--- src/rtl/sig4hz_stopwatch.sv ---
// rtl/sig4hz_stopwatch.sv - BCD mm:ss stopwatch clocked by rising edges of a 4 Hz signal
//
// Purpose:
//   Detects rising edges of the 4 Hz divider output and prescales them to
//   1 s. It runs a BCD mm:ss stopwatch with IDLE/RUN/PAUSE control.
//
// Optional feature macro: SW_LAP_EN
//   This macro adds the iLAP input and the lap-hold display latch.
//
// Ports:
//   iCLK         in   1  system clock; iSIG_4Hz is synchronous to it
//   iRST_N       in   1  asynchronous reset, active low
//   iSIG_4Hz     in   1  4 Hz square wave
//   iSTART_STOP  in   1  one-cycle pulse: toggle run
//   iCLEAR       in   1  one-cycle pulse: stop and zero (wins over start/stop)
//   iLAP         in   1  (SW_LAP_EN only) one-cycle pulse: toggle lap hold in RUN
//   oSEC_ONES    out  4  BCD seconds units
//   oSEC_TENS    out  4  BCD seconds tens
//   oMIN_ONES    out  4  BCD minutes units
//   oMIN_TENS    out  4  BCD minutes tens
//   oRUNNING     out  1  high while in RUN
//   oWRAP        out  1  one-cycle pulse on 59:59 -> 00:00
module sig4hz_stopwatch #(
  parameter int TICKS_PER_SEC = 4,
  parameter int PRE_W         = 2
) (
  input  logic       iCLK,
  input  logic       iRST_N,
  input  logic       iSIG_4Hz,
  input  logic       iSTART_STOP,
  input  logic       iCLEAR,
`ifdef SW_LAP_EN
  input  logic       iLAP,
`endif
  output logic [3:0] oSEC_ONES,
  output logic [3:0] oSEC_TENS,
  output logic [3:0] oMIN_ONES,
  output logic [3:0] oMIN_TENS,
  output logic       oRUNNING,
  output logic       oWRAP
);

  localparam logic [PRE_W-1:0] PRE_LAST = PRE_W'(TICKS_PER_SEC - 1);

  typedef enum logic [1:0] {
    IDLE  = 2'd0,
    RUN   = 2'd1,
    PAUSE = 2'd2
  } stateT;

  stateT            state, stateNext;
  logic             sigQ;
  logic             tick;
  logic [PRE_W-1:0] pre, preNext;
  logic [3:0]       secOnes, secTens, minOnes, minTens;
  logic [3:0]       secOnesNext, secTensNext, minOnesNext, minTensNext;
  logic             wrapNext;

  // The edge register resets high, so a signal that is already high at reset
  // release is not counted as a rising edge.
  assign tick = iSIG_4Hz & ~sigQ;

  always_comb begin
    stateNext = state;
    if (iCLEAR) begin
      stateNext = IDLE;
    end else if (iSTART_STOP) begin
      case (state)
        IDLE:    stateNext = RUN;
        RUN:     stateNext = PAUSE;
        PAUSE:   stateNext = RUN;
        default: stateNext = IDLE;
      endcase
    end
  end

  // The tick is judged against the current state. A start/stop pulse in the
  // same cycle only affects the following cycles.
  always_comb begin
    preNext     = pre;
    secOnesNext = secOnes;
    secTensNext = secTens;
    minOnesNext = minOnes;
    minTensNext = minTens;
    wrapNext    = 1'b0;
    if (iCLEAR || state == IDLE) begin
      preNext     = '0;
      secOnesNext = 4'd0;
      secTensNext = 4'd0;
      minOnesNext = 4'd0;
      minTensNext = 4'd0;
    end else if (state == RUN && tick) begin
      if (pre != PRE_LAST) begin
        preNext = pre + 1'b1;
      end else begin
        preNext = '0;
        if (secOnes != 4'd9) begin
          secOnesNext = secOnes + 4'd1;
        end else begin
          secOnesNext = 4'd0;
          if (secTens != 4'd5) begin
            secTensNext = secTens + 4'd1;
          end else begin
            secTensNext = 4'd0;
            if (minOnes != 4'd9) begin
              minOnesNext = minOnes + 4'd1;
            end else begin
              minOnesNext = 4'd0;
              if (minTens != 4'd5) begin
                minTensNext = minTens + 4'd1;
              end else begin
                minTensNext = 4'd0;
                wrapNext    = 1'b1;
              end
            end
          end
        end
      end
    end
  end

  always_ff @(posedge iCLK or negedge iRST_N) begin
    if (!iRST_N) begin
      state    <= IDLE;
      sigQ     <= 1'b1;
      pre      <= '0;
      secOnes  <= 4'd0;
      secTens  <= 4'd0;
      minOnes  <= 4'd0;
      minTens  <= 4'd0;
      oRUNNING <= 1'b0;
      oWRAP    <= 1'b0;
    end else begin
      state    <= stateNext;
      sigQ     <= iSIG_4Hz;
      pre      <= preNext;
      secOnes  <= secOnesNext;
      secTens  <= secTensNext;
      minOnes  <= minOnesNext;
      minTens  <= minTensNext;
      oRUNNING <= (stateNext == RUN);
      oWRAP    <= wrapNext;
    end
  end

`ifdef SW_LAP_EN
  logic       lapHold;
  logic [3:0] lapSecOnes, lapSecTens, lapMinOnes, lapMinTens;

  // The lap latch captures the time shown before this cycle's increment.
  // Counting continues underneath the held display.
  always_ff @(posedge iCLK or negedge iRST_N) begin
    if (!iRST_N) begin
      lapHold    <= 1'b0;
      lapSecOnes <= 4'd0;
      lapSecTens <= 4'd0;
      lapMinOnes <= 4'd0;
      lapMinTens <= 4'd0;
    end else if (iCLEAR) begin
      lapHold <= 1'b0;
    end else if (iLAP && state == RUN) begin
      lapHold <= ~lapHold;
      if (!lapHold) begin
        lapSecOnes <= secOnes;
        lapSecTens <= secTens;
        lapMinOnes <= minOnes;
        lapMinTens <= minTens;
      end
    end
  end

  assign oSEC_ONES = lapHold ? lapSecOnes : secOnes;
  assign oSEC_TENS = lapHold ? lapSecTens : secTens;
  assign oMIN_ONES = lapHold ? lapMinOnes : minOnes;
  assign oMIN_TENS = lapHold ? lapMinTens : minTens;
`else
  assign oSEC_ONES = secOnes;
  assign oSEC_TENS = secTens;
  assign oMIN_ONES = minOnes;
  assign oMIN_TENS = minTens;
`endif

endmodule

--- config.mk ---
export PLATFORM = sky130hd
export DESIGN_NAME = sig4hz_stopwatch
export DESIGN_NICKNAME = d
export VERILOG_FILES = /design/src/rtl/sig4hz_stopwatch.sv
export SDC_FILE = /design/constraint.sdc
export NUM_CORES = 1
export LEC_CHECK = 0
export CORE_MARGIN = 5
export CORE_UTILIZATION = 51
export CTS_CLUSTER_DIAMETER = 40
export DETAILED_ROUTE_END_ITERATION = 8
export HOLD_SLACK_MARGIN = 0.05
export PLACE_DENSITY = 0.85
export SETUP_SLACK_MARGIN = 0.4
export SLEW_MARGIN = 15
export SYNTH_ARGS = -nofsm -noshare
export SYNTH_HDL_FRONTEND = slang
export SYNTH_SLANG_ARGS = --single-unit
--- constraint.sdc ---
create_clock -name iCLK -period 1.8 [get_ports iCLK]
set_input_delay 0.27 -clock iCLK [delete_from_list [all_inputs] [get_ports iCLK]]
set_output_delay 0.27 -clock iCLK [all_outputs]
set_load 0.02 [all_outputs]
Word-level counts from Yosys, hierarchy flattened
Cells that the tools add are included.
{"block": "totals", "elab_cells": 72, "latch_bits": 0, "n_memories": 0, "in_bits": 5, "out_inout_bits": 18, "ramBits": 0, "romBits": 0, "reg_bits": 23}
{"block": "op_classes", "addsub": 5, "shifts": 0, "n_reduce_logical": 9, "n_bitwise": 2, "mux": 35, "n_eq_ne": 12, "mul": 0, "n_lt_le_gt_ge": 0, "n_div": 0}
{"op": "4-bit 2-to-1 mux", "n": 22}
{"op": "4-bit by 1-bit adder with 4-bit output, second input constant", "n": 4}
{"op": "2-bit 2-to-1 mux", "n": 5}
{"op": "2-bit inequality test, second input constant", "n": 5}
{"op": "4-bit by 3-bit inequality test with 1-bit output, second input constant", "n": 2}
{"op": "4-bit inequality test, second input constant", "n": 2}
{"op": "1-bit 2-to-1 mux", "n": 7}
{"op": "5-bit AND reduction", "n": 1}
{"op": "2-bit by 1-bit == test with 1-bit output, second input constant", "n": 2}
{"op": "2-bit case mux with 2 select lines", "n": 1}
{"op": "4-bit AND reduction", "n": 1}
{"op": "3-bit AND reduction", "n": 1}
{"op": "2-bit by 1-bit adder with 2-bit output, second input constant", "n": 1}
{"op": "2-bit == test, second input constant", "n": 1}
{"op": "2-bit logical NOT", "n": 1}
{"op": "2-bit AND reduction", "n": 1}
{"op": "2-bit nonzero test", "n": 1}
{"op": "2-bit OR reduction", "n": 1}
{"op": "1-bit AND", "n": 1}
{"op": "1-bit logical AND", "n": 1}
{"op": "1-bit logical OR", "n": 1}
{"op": "1-bit NOT", "n": 1}

Depth between registers and ports, before layout
Gate-level depths: netlist of run 1.
{"block": "depth", "ltp_word": 8, "ltp_mapped": 8, "depth_no_buf": 6}

Worst setup path after synthesis of run 1
No wires, ideal clock.
{"block": "synth_path", "kind": "register -> register", "startpoint": "register secTens[1] (netlist: oSEC_TENS[1])", "endpoint": "register minOnes[0] (netlist: oMIN_ONES[0])", "path_slack_ns": 0.027, "stages_incl_launch_ff": 8, "required_ns": 1.682, "arrival_time_ns": 1.654, "period_less_slack_ns": 1.773, "setup_time_ns": 0.118, "path_buffers": 1, "path_cell_list": "dfrtp_1 -> inv_1 -> ha_1 -> and3b_1 -> buf_2 -> a31oi_1 -> nor4_1 -> a21o_1"}
{"block": "synth_between", "elab_chain_cells": 3}
{"element": "start: declaration", "line": "55", "source": "logic [3:0] secOnes, secTens, minOnes, minTens;"}
{"element": "start signal: assignment", "line": "138", "source": "secTens <= secTensNext;"}
{"element": "4-bit by 3-bit inequality test with 1-bit output", "line": "101", "source": "if (secTens != 4'd5) begin"}
{"element": "2-bit inequality test (no source line)"}
{"element": "4-bit AND reduction (no source line)"}
{"element": "end signal: assignment", "line": "139", "source": "minOnes <= minOnesNext;"}
{"element": "end: declaration", "line": "55"}
Every way passes these cells.
A chain may end at the register's enable or synchronous reset.

Worst setup path after layout of run 1
{"block": "layout_path", "startpoint": "register secTens[0] (netlist: oSEC_TENS[0])", "endpoint": "register minOnes[0] (netlist: oMIN_ONES[0])"}
The elaborated chain is that of the path after synthesis.

==> results of run 1 <==
==> metal layers <==
| metal | part of all wire | global-route usage | routed length, um |
|---|---|---|---|
| met5 | 0 | 0 | 0 |
| met4 | 0.033 | 0.0680 | 150 |
| met3 | 0.042 | 0.0305 | 193 |
| met2 | 0.51 | 0.410 | 2330 |
| met1 | 0.41 | 0.314 | 1890 |
==> logic make-up after synthesis <==
family                     Yosys count  synth area share
AOI/OAI and AO/OA                   29             0.166
xor gates and xnor gates             3            0.0212
adders and majority gates            9            0.0910
buffers and inverters               13            0.0455
DFF                                 23             0.466
muxes                                1           0.00809
and+or+nand+nor                     40             0.202
==> registers in the layout, summed over array words and instances (netlist names), 2 cells and up <==
register and count:
state 2, oMIN_TENS 4, oSEC_TENS 4, pre 2, oMIN_ONES 4, oSEC_ONES 4
==> cell usage after synthesis, drive strengths merged, types with 4 or more instances <==
cell type / number / area, um2
and3b: 4 / 35.0
buf: 6 / 30.0
dfrtp: 22 / 551
ha: 9 / 113
inv: 7 / 26.3
nand2: 6 / 22.5
nor2: 4 / 17.5
nor3: 7 / 35.0
o21ai: 11 / 55.1
o31ai: 4 / 30.0
o41ai: 6 / 52.6
==> through the flow <==
step	cell area, um2	cells	setup slack [ns]	power (mW)
after global routing	2050	210	0.0335	1.23
after detailed placement	1580	173	-0.0283	0.785
after floorplan	1290	118	0.178	0.687
final	2050	210	0.0432	1.17
after CTS	1890	200	0.178	1.11
after global placement	1580	173	0.0307	0.773
==> cell type report <==
| class | instances | area, um2 | share of cell area |
|---|---|---|---|
| flip-flops and latches | 23 | 589 | 0.288 |
| repair buffers | 66 | 538 | 0.263 |
| clock inverters | 1 | 5.00 | 0.00244 |
| clock buffers | 3 | 22.5 | 0.0110 |
| well taps | 28 | 35.0 | 0.0171 |
| multi-input cells | 82 | 833 | 0.407 |
| inverters | 7 | 26.3 | 0.0128 |
==> worst max path at each step <==
| stage | slack, ns | to | from |
|---|---|---|---|
| finish | 0.04 | oMIN_ONES[0]$_DFFE_PN0P_ | oSEC_TENS[0]$_DFFE_PN0P_ |
| floorplan | 0.18 | oMIN_TENS[3]$_DFFE_PN0P_ | oMIN_ONES[1]$_DFFE_PN0P_ |
| global route | 0.03 | oMIN_ONES[0]$_DFFE_PN0P_ | oSEC_TENS[0]$_DFFE_PN0P_ |
| global placement | 0.03 | oMIN_TENS[3]$_DFFE_PN0P_ | iSIG_4Hz |
| CTS | 0.18 | oMIN_TENS[2]$_DFFE_PN0P_ | oSEC_TENS[1]$_DFFE_PN0P_ |
| detailed placement | -0.03 | oMIN_TENS[2]$_DFFE_PN0P_ | iSIG_4Hz |
==> power by group through the flow <==
stage               Combinational (mW)  Clock, mW  Sequential [mW]
floorplan                       0.0904          0            0.597
global placement                 0.193          0            0.580
detailed placement               0.203          0            0.582
CTS                              0.296      0.252            0.559
global route                     0.378      0.284            0.563
finish                           0.358      0.255            0.560
==> critical path: cells and delay by family, from the launching register on <==
kind / cells / cell delay (ns)
DFF: 1 / 0.44
adders and majority gates: 1 / 0.21
AOI/OAI and AO/OA: 2 / 0.50
and+or+nand+nor: 2 / 0.35
buffers and inverters: 1 / 0.16
==> timing repair <==
item | CTS | global route
buffers inserted | 23 | 10
pin swaps | 6 | 8
gates cloned | 0 | 0
setup endpoints to repair | 36 | 27
gates resized for setup | 56 | 40
hold buffers | 0 | 0
==> results.json, run 1 <==
{
  "vias_in_the_first_global_route": 1246,
  "grt_util_all_layers": 0.239,
  "crit-reg2reg-capture": "oMIN_ONES[0]$_DFFE_PN0P_",
  "p_int_uw": 787,
  "synth-seq-cells": 23,
  "final_layout_size_suffix_gt1_frac": 0.621,
  "critical_path_required_ns": 2.02,
  "detail-route-antenna-nets": 0,
  "path_clk_slew_ns": 0.14,
  "dieArea_mm2": 0.00351,
  "seqPwrFrac": 0.478,
  "floorplan.die.width_um": 59.3,
  "finalHoldViolCount": 0,
  "globalplace.congestion": 0.858,
  "floorplan.rows": 17,
  "grt_overflow_total": 0,
  "power.combinational.fraction": 0.305,
  "cts.path.max_buffers": 2,
  "synth_cells": 118,
  "post_synth_instance_area_mm2": 0.00124,
  "numPortBuffers": 22,
  "hp-class": "input pin to asynchronous set/reset pin",
  "synth_flop_cell": "dfrtp_1",
  "hold-worst-slack_ns": 0.293,
  "design.final.nets": 197,
  "ios": 23,
  "final-setup-viol-count": 0,
  "routedWlPerCell_um": 21.7,
  "yosysWarningCount": 0,
  "h_tree_lvls": 1,
  "first_iter_violations": 95,
  "num-fill-cells": 88,
  "antenna_violations_before_repair": 0,
  "cp_capture_type": "register",
  "mostFrequentLayoutCells": "36 x buf_4, 12 x dfrtp_1, 10 x dfrtp_2",
  "grt_max_degree": 24,
  "cts_made_buffers": 3,
  "fin_crit_ns": 1.76,
  "power.share.clock": 0.217,
  "cellLeakagePower_nw": 0.973,
  "mostFrequentLayoutCell": "buf_4",
  "vdd_drop_max_uv": 497,
  "postSynthNetCount": 132,
  "critical-path-max-stage-delay_ns": 0.44,
  "type_of_origin_of_the_critical_path": "register",
  "finalCritPeriodShare": 0.976,
  "clock_insertion_delay_worst_skew_ns": 0.32,
  "synth.yosys.seq_area_share": 0.466,
  "setup_tns_ns": 0,
  "rrSetupSlack_ns": 0.04,
  "maxClockFrequency_ghz": 0.569,
  "synth-edff-count": 0,
  "class_of_the_most_critical_setup_path": "register to register",
  "p_per_area_mw_per_mm2": 572,
  "core-area_mm2": 0.00225,
  "final_util": 0.909,
  "max-cap-violations": 0,
  "net-switching-power_uw": 386,
  "finalClockSkew_ns": 0.00260,
  "critical_path.reg2reg.startpoint": "oSEC_TENS[0]$_DFFE_PN0P_",
  "antenna-diode-count": 0,
  "initial_core_util": 0.549,
  "grt_setup_unrepaired": "true",
  "detailedRoute.firstPassIterationCount": 4,
  "maxSlewHeadroom": 0.733,
  "timing.reg2reg.worst_path_depth": 6,
  "grt_first_pass_wirelength_mm": 6.35,
  "async_flop_share": 1.00,
  "route.detailed.drc": 0,
  "yosysUniqueCellTypes": 32,
  "clkSinkCount": 23,
  "critical-path-slowest-cell": "dfrtp_2",
  "tritoncts": "built",
  "path_max_fanout": 8,
  "run_status": "complete, no violations",
  "dp_hpwl_mm": 2.02,
  "tightest_slew_ns": 0.400,
  "synthesis.area_per_instance_um2": 10.5,
  "crit_path_cell_trace": "ha_1, and3b_2, buf_4, a31oi_4, nor4_2, a21o_1",
  "drt-vias-per-instance": 6.21,
  "vias": 1305,
  "final-max-slew-violation-count": 0,
  "die_boundary_height_um": 59.3,
  "switching_share": 0.329,
  "routed_wirelength_mm": 4.56,
  "ctsRootBufferMaster": "clkbuf_4",
  "critical_path_arrival_ns": 1.97,
  "area_growth_pct": 65.6
}
No activity file was read; power rests on OpenSTA's default activity.
==> inputs of run 2 (changes only) <==
- CORE_UTILIZATION: 51 -> 25
- PLACE_DENSITY: 0.85 -> 0.51
- SKIP_CTS_REPAIR_TIMING: not set -> 1
==> run 2 against run 1 <==
Net effect:
- fmax is 3.0% higher
- cell count up 13%
- clock-buffer cell count is 1 higher
- sequential power rose by 2%
- clock skew about the same
==> results.json, run 2 (synthesized netlist as in run 1, its figures left out) <==
{
  "run_status": "complete, no violations",
  "initial_core_util": 0.260,
  "maxClockFrequency_ghz": 0.586,
  "rrSetupSlack_ns": 0.09,
  "finalWorstSetupSlack_ns": 0.0947,
  "vias_in_the_first_global_route": 1000,
  "critical_path_required_ns": 1.99,
  "total_chip_power_mw": 1.21,
  "mostFrequentLayoutCell": "buf_4",
  "cts_made_buffers": 3,
  "power.combinational.fraction": 0.254,
  "area_growth_pct": 69.3,
  "class_of_the_most_critical_setup_path": "register to register",
  "finalNonFillerCells": 238,
  "hold-worst-slack_ns": 0.355,
  "detailedRoute.firstPassIterationCount": 4,
  "clkSinkCount": 23,
  "path_max_fanout": 5,
  "clock_insertion_delay_worst_skew_ns": 0.27,
  "switching_share": 0.292,
  "seqPwrFrac": 0.472,
  "final_layout_size_suffix_gt1_frac": 0.509,
  "fin_crit_ns": 1.71,
  "max-cap-violations": 0,
  "tightest_slew_ns": 0.350,
  "h_tree_lvls": 1,
  "final-max-slew-violation-count": 0,
  "antenna-diode-count": 0,
  "tritoncts": "built",
  "grt_setup_unrepaired": "true",
  "cellLeakagePower_nw": 1.17,
  "ctsRootBufferMaster": "clkbuf_8",
  "mostFrequentLayoutCells": "27 x buf_4, 18 x dlymetal6s2s_1, 12 x dfrtp_1",
  "p_per_area_mw_per_mm2": 578,
  "hp-class": "input pin to asynchronous set/reset pin",
  "power.share.clock": 0.274,
  "grt_first_pass_wirelength_mm": 4.83,
  "grt_util_all_layers": 0.0935,
  "route.detailed.drc": 0,
  "finalHoldViolCount": 0,
  "type_of_origin_of_the_critical_path": "register",
  "net-switching-power_uw": 353,
  "finalClockSkew_ns": 0.00240,
  "floorplan.rows": 25,
  "path_clk_slew_ns": 0.09,
  "design.final.nets": 186,
  "grt_max_degree": 24,
  "globalplace.congestion": 0.816,
  "vdd_drop_max_uv": 369,
  "finalCritPeriodShare": 0.947,
  "cts.path.max_buffers": 2,
  "placed_cells": 213,
  "detailedPlace.worstSlack_ns": -0.0312,
  "final_util": 0.441,
  "first_iter_violations": 64,
  "critical_path_arrival_ns": 1.89,
  "numPortBuffers": 22,
  "final-setup-viol-count": 0,
  "antenna_violations_before_repair": 0,
  "routed_wirelength_mm": 3.34,
  "die_boundary_height_um": 80.4,
  "grt_overflow_total": 0,
  "dieArea_mm2": 0.00646,
  "core-area_mm2": 0.00475,
  "vias": 1117,
  "floorplan.die.width_um": 80.4,
  "detail-route-antenna-nets": 0,
  "ios": 23,
  "maxSlewHeadroom": 0.766,
  "dp_hpwl_mm": 2.13,
  "cp_capture_type": "register",
  "p_int_uw": 858,
  "routedWlPerCell_um": 14.0,
  "drt-vias-per-instance": 4.69
}
## run 2: power by group through the flow
stage	combinational, mW	sequential, mW	clock [mW]
3_5_place_dp	0.204	0.581	0
2_1_floorplan	0.0904	0.597	0
4_1_cts	0.204	0.571	0.338
6_report	0.308	0.571	0.332
3_3_place_gp	0.198	0.580	0
5_1_grt	0.333	0.574	0.362
## run 2: area by class of cell
class / count / area (um2)
Fill cell: 459 / 2660
Inverter: 7 / 26.3
Tap cell: 67 / 83.8
Timing Repair Buffer: 54 / 524
Multi-Input combinational cell: 83 / 826
Clock buffer: 4 / 45.0
Sequential cell: 23 / 589
## run 2: path summary, 6_finish.rpt
kind	endpoint	depth (start not counted)	startpoint
min in group iCLK	oSEC_ONES[3]$_DFFE_PN0P_	1	oSEC_ONES[3]$_DFFE_PN0P_
hold / removal	oSEC_TENS[1]$_DFFE_PN0P_	2	iRST_N
setup reg to reg	oSEC_TENS[3]$_DFFE_PN0P_	6	oSEC_ONES[1]$_DFFE_PN0P_
max in group asynchronous	sigQ$_DFF_PN1_	2	iRST_N
hold reg to reg	oSEC_ONES[3]$_DFFE_PN0P_	1	oSEC_ONES[3]$_DFFE_PN0P_
setup / recovery	oSEC_TENS[3]$_DFFE_PN0P_	6	oSEC_ONES[1]$_DFFE_PN0P_
## run 2: through the flow
step,setup TNS [ns],instance area (um2)
after floorplan,0,1290
after global placement,-0.00828,1630
after global routing,0,2090
final,0,2090
after detailed placement,-0.0580,1630
after CTS,0,1680
## run 2: routing by layer
layer	GRT usage	routed length (um)
met1	0.114	1400
met3	0.0179	76
met5	0	0
met2	0.166	1830
met4	0.0270	28
## run 2: worst max-delay path, stage by stage, from the launching register on
cell,delay (ns)
dfrtp_2,0.44
inv_2,0.08
ha_4,0.12
and3b_2,0.28
a21oi_4,0.11
or3_4,0.40
o31ai_4,0.21
==> inputs of run 3 (changes only) <==
- CORE_MARGIN: 5 -> not set
- CTS_CLUSTER_DIAMETER: 40 -> not set
==> run 3 against run 2 <==
Net effect:
- power down 3.1%
- fmax rose by 1.7%
- combinational power is 6% lower
- highest routed layer unchanged
==> results.json, run 3 (synthesized netlist as in run 1, its figures left out) <==
{
  "ios": 23,
  "clock_insertion_delay_worst_skew_ns": 0.26,
  "final-setup-viol-count": 0,
  "numPortBuffers": 22,
  "num-fill-cells": 481,
  "finalHoldViolCount": 0,
  "cp_capture_type": "register",
  "run_status": "complete, no violations",
  "routedWlPerCell_um": 13.7,
  "h_tree_lvls": 1,
  "placed_cell_area_mm2": 0.00165,
  "class_of_the_most_critical_setup_path": "register to register",
  "floorplan.die.width_um": 72.4,
  "hp-class": "input pin to asynchronous set/reset pin",
  "type_of_origin_of_the_critical_path": "register",
  "cellLeakagePower_nw": 1.13,
  "area_growth_pct": 61.2,
  "fin_crit_ns": 1.68,
  "p_per_area_mw_per_mm2": 588,
  "dieArea_mm2": 0.00524,
  "clkSinkCount": 23,
  "routed_wirelength_mm": 3.19,
  "antenna-diode-count": 0,
  "final-max-slew-violation-count": 0,
  "maxSlewHeadroom": 0.739,
  "finalCritPeriodShare": 0.931,
  "drt-vias-per-instance": 4.77,
  "initial_core_util": 0.260,
  "antenna_violations_before_repair": 0,
  "cts_made_buffers": 3,
  "grt_max_degree": 24,
  "finalClockSkew_ns": 0.00125,
  "die_boundary_height_um": 72.4,
  "final_layout_size_suffix_gt1_frac": 0.398,
  "floorplan.rows": 25,
  "vias_in_the_first_global_route": 1021,
  "first_iter_violations": 23,
  "cts.path.max_buffers": 2,
  "grt_overflow_total": 0,
  "ctsRootBufferMaster": "clkbuf_8",
  "stdcell_area_mm2": 0.00199,
  "detail-route-antenna-nets": 0,
  "vdd_drop_max_uv": 328,
  "path_clk_slew_ns": 0.08,
  "detailedRoute.firstPassIterationCount": 3,
  "grt_first_pass_wirelength_mm": 4.58,
  "core-area_mm2": 0.00475,
  "total_chip_power_mw": 1.17,
  "grt_setup_unrepaired": "true",
  "dp_hpwl_mm": 2.04,
  "maxClockFrequency_ghz": 0.596,
  "globalplace.congestion": 0.810,
  "mostFrequentLayoutCell": "buf_4",
  "critical_path_required_ns": 1.97,
  "max-cap-violations": 0,
  "path_max_fanout": 5,
  "tritoncts": "built",
  "route.detailed.drc": 0,
  "tightest_slew_ns": 0.390,
  "vias": 1111,
  "design.final.nets": 181,
  "hold-worst-slack_ns": 0.361,
  "mostFrequentLayoutCells": "25 x buf_4, 18 x dlymetal6s2s_1, 16 x dfrtp_1",
  "critical_path_arrival_ns": 1.84,
  "grt_util_all_layers": 0.111
}
## run 3: routing by layer
layer  GRT usage  part of all wire
met5           0                 0
met4      0.0436             0.025
met3      0.0167             0.018
met2       0.199              0.55
met1       0.132              0.41
## run 3: cell type report
cell class / count / area, um2 / share of cell area
Multi-Input combinational cell: 82 / 759 / 0.381
Sequential cell: 23 / 584 / 0.293
Clock buffer: 4 / 45.0 / 0.0226
Inverter: 7 / 26.3 / 0.0132
Tap cell: 67 / 83.8 / 0.0420
Timing Repair Buffer: 50 / 495 / 0.248
## run 3: worst paths after layout
path | from | to | slack, ns | depth (start not counted)
worst max-delay path | oSEC_ONES[1]$_DFFE_PN0P_ | oSEC_TENS[3]$_DFFE_PN0P_ | 0.12 | 6
worst min-delay path | iRST_N | oMIN_ONES[0]$_DFFE_PN0P_ | 0.36 | 2
worst max register to register | oSEC_ONES[1]$_DFFE_PN0P_ | oSEC_TENS[3]$_DFFE_PN0P_ | 0.12 | 6
worst min register to register | oMIN_ONES[3]$_DFFE_PN0P_ | oMIN_ONES[3]$_DFFE_PN0P_ | 0.52 | 1
max in group asynchronous | iRST_N | sigQ$_DFF_PN1_ | 1.16 | 2
min in group iCLK | oMIN_ONES[3]$_DFFE_PN0P_ | oMIN_ONES[3]$_DFFE_PN0P_ | 0.52 | 1
## run 3: report_power, final
group,internal (mW),total [mW],switching (mW)
clock,0.158,0.319,0.161
combinational,0.147,0.291,0.144
sequential,0.540,0.563,0.0228
## run 3: through the flow
step / util / worst slack, ns / setup TNS [ns] / std cells
4_1_cts: 0.356 / 0.0250 / 0 / 219
5_1_grt: 0.419 / 0.0765 / 0 / 233
3_3_place_gp: 0.347 / 0.0182 / 0 / 215
2_1_floorplan: - / 0.178 / 0 / 118
6_report: 0.419 / 0.124 / 0 / 233
3_5_place_dp: 0.347 / -0.0396 / -0.0778 / 215
## run 3: worst max-delay path: stages, from the launching register on
cell and delay (ns):
dfrtp_2 0.43, inv_2 0.08, ha_4 0.13, and3b_2 0.27
a21oi_4 0.09, or3_4 0.37, o31ai_4 0.21
